`config.mk`:
```
export PLATFORM = sky130hd
export DESIGN_NAME = led1_prefilter
export DESIGN_NICKNAME = d
export VERILOG_FILES = /design/src/rtl/led1_prefilter.sv
export SDC_FILE = /design/constraint.sdc
export NUM_CORES = 1
export LEC_CHECK = 0
export BUFFER_PORTS_ARGS = -buffer_cell sky130_fd_sc_hd__buf_2
export CAP_MARGIN = 15
export CELL_PAD_IN_SITES_DETAIL_PLACEMENT = 0
export CELL_PAD_IN_SITES_GLOBAL_PLACEMENT = 1
export CORE_MARGIN = 2
export CORE_UTILIZATION = 40
export CTS_CLUSTER_SIZE = 14
export DETAILED_ROUTE_END_ITERATION = 10
export PLACE_DENSITY_LB_ADDON = 0.12
export SLEW_MARGIN = 20
export SYNTH_ARGS = -nofsm -noshare
export SYNTH_HDL_FRONTEND = slang
export SYNTH_SLANG_ARGS = --single-unit
```
`constraint.sdc`:
```
create_clock -name clk -period 8.7 [get_ports clk]
set_clock_uncertainty 0.1 [all_clocks]
set_input_delay 2.61 -clock clk [delete_from_list [all_inputs] [get_ports clk]]
set_output_delay 2.61 -clock clk [all_outputs]
set_load 0.1 [all_outputs]
```
`src/rtl/led1_prefilter.sv`:
```
// LED1 raw-ADC prefilter: drops the first samples while the AFE settles, replaces
// spikes with the previous good sample, then averages groups of 2^DECIM_LOG2 samples.
module led1_prefilter #(
  parameter int unsigned DECIM_LOG2 = 2,
  parameter int unsigned DISCARD_N  = 8,
  parameter logic [21:0] SPIKE_TH   = 22'd200000
) (
  input  logic               clk,
  input  logic               reset,
  input  logic signed [21:0] adc_data,
  input  logic               adc_valid,
  output logic signed [21:0] led1,
  output logic               out_new_samples,
  output logic [7:0]         spike_cnt
);

  localparam int unsigned AW = 22 + DECIM_LOG2;
  localparam int unsigned GW = (DECIM_LOG2 == 0) ? 1 : DECIM_LOG2;
  localparam logic [GW-1:0] GRP_LAST  = GW'((1 << DECIM_LOG2) - 1);
  localparam logic [7:0]    DISC_LAST = 8'(DISCARD_N - 1);

  typedef enum logic {SETTLE, ACCUM} state_t;

  state_t                r_state;
  state_t                w_state_next;
  logic [7:0]            r_disc_cnt;
  logic [GW-1:0]         r_grp_cnt;
  logic signed [AW-1:0]  r_acc;
  logic signed [21:0]    r_prev;
  logic signed [21:0]    r_led1;
  logic                  r_new;
  logic [7:0]            r_spike_cnt;

  logic                  w_disc_last;
  logic                  w_grp_last;
  logic signed [22:0]    w_diff;
  logic [22:0]           w_abs;
  logic                  w_spike;
  logic signed [21:0]    w_sample;
  logic signed [AW-1:0]  w_sum;
  logic signed [21:0]    w_led1;

  // 23-bit difference of two 22-bit values cannot overflow, nor can its magnitude.
  assign w_diff      = 23'(adc_data) - 23'(r_prev);
  assign w_abs       = w_diff[22] ? 23'(-w_diff) : 23'(w_diff);
  assign w_spike     = w_abs > {1'b0, SPIKE_TH};
  assign w_sample    = w_spike ? r_prev : adc_data;
  assign w_sum       = r_acc + AW'(w_sample);
  assign w_led1      = 22'(w_sum >>> DECIM_LOG2);
  assign w_disc_last = (r_disc_cnt == DISC_LAST);
  assign w_grp_last  = (r_grp_cnt == GRP_LAST);

  always_ff @(posedge clk) begin
    if (reset) r_state <= SETTLE;
    else       r_state <= w_state_next;
  end

  always_comb begin
    w_state_next = r_state;
    case (r_state)
      SETTLE:  if (adc_valid && w_disc_last) w_state_next = ACCUM;
      ACCUM:   w_state_next = ACCUM;
      default: w_state_next = SETTLE;
    endcase
  end

  always_ff @(posedge clk) begin
    if (reset) begin
      r_disc_cnt  <= '0;
      r_grp_cnt   <= '0;
      r_acc       <= '0;
      r_prev      <= '0;
      r_led1      <= '0;
      r_new       <= 1'b0;
      r_spike_cnt <= '0;
    end else begin
      r_new <= 1'b0;
      if (adc_valid) begin
        if (r_state == SETTLE) begin
          if (w_disc_last) r_prev <= adc_data;
          else             r_disc_cnt <= r_disc_cnt + 8'd1;
        end else begin
          if (w_spike) begin
            if (r_spike_cnt != 8'hFF) r_spike_cnt <= r_spike_cnt + 8'd1;
          end else begin
            r_prev <= adc_data;
          end
          if (w_grp_last) begin
            r_led1    <= w_led1;
            r_new     <= 1'b1;
            r_acc     <= '0;
            r_grp_cnt <= '0;
          end else begin
            r_acc     <= w_sum;
            r_grp_cnt <= r_grp_cnt + GW'(1);
          end
        end
      end
    end
  end

  assign led1            = r_led1;
  assign out_new_samples = r_new;
  assign spike_cnt       = r_spike_cnt;

endmodule
```
==> flow_summary.ini <==
[place]
gp_routability_congestion = 0.862
hpwl_um = 15100
port-buffer-count = 55
dp_cells = 1295

[final_layout]
multi_input_area_um2 = 5300
final_cells = 1325
antennaDiodeCount = 0
syn2layout_area_growth_pct = 27.2
final_cell_mix = buf_4 (139), nand2_1 (104), dfxtp_1 (88), nor2_1 (86), a21oi_1 (76)
finalNetCount = 1167
seqCellArea_um2 = 1760
fill_cells = 1795
final_common_cell = buf_4
drive_gt1_frac = 0.286

[cts]
cts-htree-levels = 3
clock_latency_ns = 0.34
clkSlewWorstSetupHoldPaths_ns = 0.06
cts_sinks = 88
numCtsBuffers = 9
cts_hold_buf = 0
clockBufferDepth = 2
clockRootBuffer = clkbuf_16
tritoncts = built

[yosys]
synth_ff_type = dfxtp_1
synth_area_um2 = 7270
synth_edf_count = 0
async_flop_share = 0
ys_seq_area_frac = 0.242
ys_ff_latch = 88
yosysWarnings = 0
netlist_instances = 927
syn-num-nets = 1003
synth.distinct_cells = 94
syn_avg_cell_area_um2 = 7.84

[sta]
fin_crit_sh = 0.962
tightestPinTransition_ns = 0.987
hold_violations = 0
drv_slew = 0
slew_headroom = 0.341
setup_viol = 0
fmax_mhz = 119
hold_ws_ns = 0.349
min_period_ns = 8.37

[route]
ant_nets = 0
viasPerCell = 5.43
dr.pass1.iters = 5
routed_wl_um = 20500
drt_iter0_markers = 334
drc = 0
vias = 7190
wl_per_cell_um = 15.4

[run_status]
status = completed

[floorplanning]
die_y_um = 139
io_pins = 56
die_x_um = 139
row_count = 49
coreArea_um2 = 17900
start_util = 0.406
dieArea_um2 = 19300

[global_routing]
first_global_vias = 6721
grt.total_usage = 0.206
grt_pass1_wl_um = 33400
grt_max_degree = 55
grt_antenna_before_repair = 0
grt_overflow = 0

[worst_setup_path]
endpoint_kind = flip-flop
path_class = input port to flip-flop
cp_common_cell = o21ai_2
crit_slowest_cell = fa_2
cpPeakStageDelay_ns = 0.33
crit_required_ns = 8.88
cp.arrival_ns = 8.55
cp-start-kind = input port
path_max_fanout = 5

[hold_path]
hp-class = flip-flop to flip-flop

[power]
cellPowerDensity_nw_per_um2 = 118
peakVddDrop_v = 0.0000977
power_leakage_nw = 3.78

[flow_run]
cap_violations = 0
-- layer usage --
layer | global-route usage | wire [um] | vias up
li1 | - | - | 3727
met1 | 0.299 | 10200 | 3320
met2 | 0.333 | 9370 | 127
met3 | 0.0287 | 691 | 16
met4 | 0.0351 | 176 | 0
met5 | 0 | 0 | -
-- metrics by stage --
stage | setup slack (ns) | instance area [um^2] | util | power, mW | TNS [ns]
floorplan | 0.0384 | 7290 | - | 0.546 | 0
global placement | -0.110 | 8580 | 0.479 | 0.631 | -0.211
detailed placement | -0.179 | 8580 | 0.479 | 0.630 | -0.775
CTS | 0.127 | 8930 | 0.499 | 1.09 | 0
global route | -0.0240 | 9250 | 0.517 | 1.14 | -0.0363
finish | 0.330 | 9250 | 0.517 | 1.10 | 0
-- what timing repair did --
| item | CTS | global route |
|---|---|---|
| setup buffers | 0 | 14 |
| resized for setup | 0 | 55 |
| setup endpoints to repair | 0 | 14 |
-- critical path: cells and delay by family --
kind / cells / cell delay, ns
compound gates: 19 / 3.09
buf+inv: 6 / 0.63
mux: 1 / 0.33
fa+ha+maj: 3 / 0.78
simple gates: 7 / 1.10
-- power breakdown --
part	switching (mW)	internal [mW]	total, mW
Clock	0.169	0.289	0.458
Combinational	0.126	0.107	0.233
Sequential	0.000848	0.404	0.405
-- final timing paths --
kind                            slack (ns)        start  cells past startpoint  endpoint
worst max-delay path                  0.33  adc_data[0]                     36  led1[20]
worst min-delay path                  0.35     led1[18]                      2  led1[18]
worst max register to register        2.25    r_prev[0]                     34  led1[20]
worst min register to register        0.35     led1[18]                      2  led1[18]
-- kinds of logic after synthesis --
group / count (synthesis) / share of synthesized area
muxes: 7 / 0.00981
AOI/OAI and AO/OA: 292 / 0.290
and+or+nand+nor: 355 / 0.253
xor gates and xnor gates: 47 / 0.0577
DFF: 88 / 0.242
adders and majority gates: 51 / 0.0899
buffers and inverters: 87 / 0.0573
-- synth_stat cells, types with 6 or more instances --
cell type	instances	area, um^2
nor3_1	19	95.1
nand2_2	6	37.5
o21ai_1	17	85.1
xnor2_1	30	263
nor2_1	89	334
nor3b_1	18	135
a21o_1	22	165
a311oi_2	7	105
a31oi_1	9	56.3
o21ai_0	37	185
dfxtp_1	88	1760
a221oi_1	6	52.6
inv_1	38	143
nand2_1	106	398
nand3_1	23	115
a22oi_1	20	150
o21a_1	9	67.6
xor2_1	16	140
o221ai_2	8	120
and2_1	10	62.6
ha_1	49	613
or2_2	6	37.5
a211oi_1	8	60.1
a21oi_1	82	410
o221ai_1	9	78.8
mux2i_1	6	60.1
and3_1	16	100
nor2b_1	9	56.3
nand4_1	11	68.8
clkbuf_1	32	120
-- cell type report --
type / count / share of cell area
well taps: 229 / 0.0310
multi-input cells: 753 / 0.573
clock inverters: 5 / 0.0112
inverters: 39 / 0.0158
repair buffers: 200 / 0.152
flip-flops and latches: 88 / 0.191
clock buffers: 11 / 0.0262
-- state kept, by name (all words and copies together) (netlist names) --
signal	cells
r_acc	24
r_disc_cnt	8
r_state	1
spike_cnt	8
r_prev	22
led1	22
r_grp_cnt	2
out_new_samples	1
No activity file was read; power rests on OpenSTA's default activity.
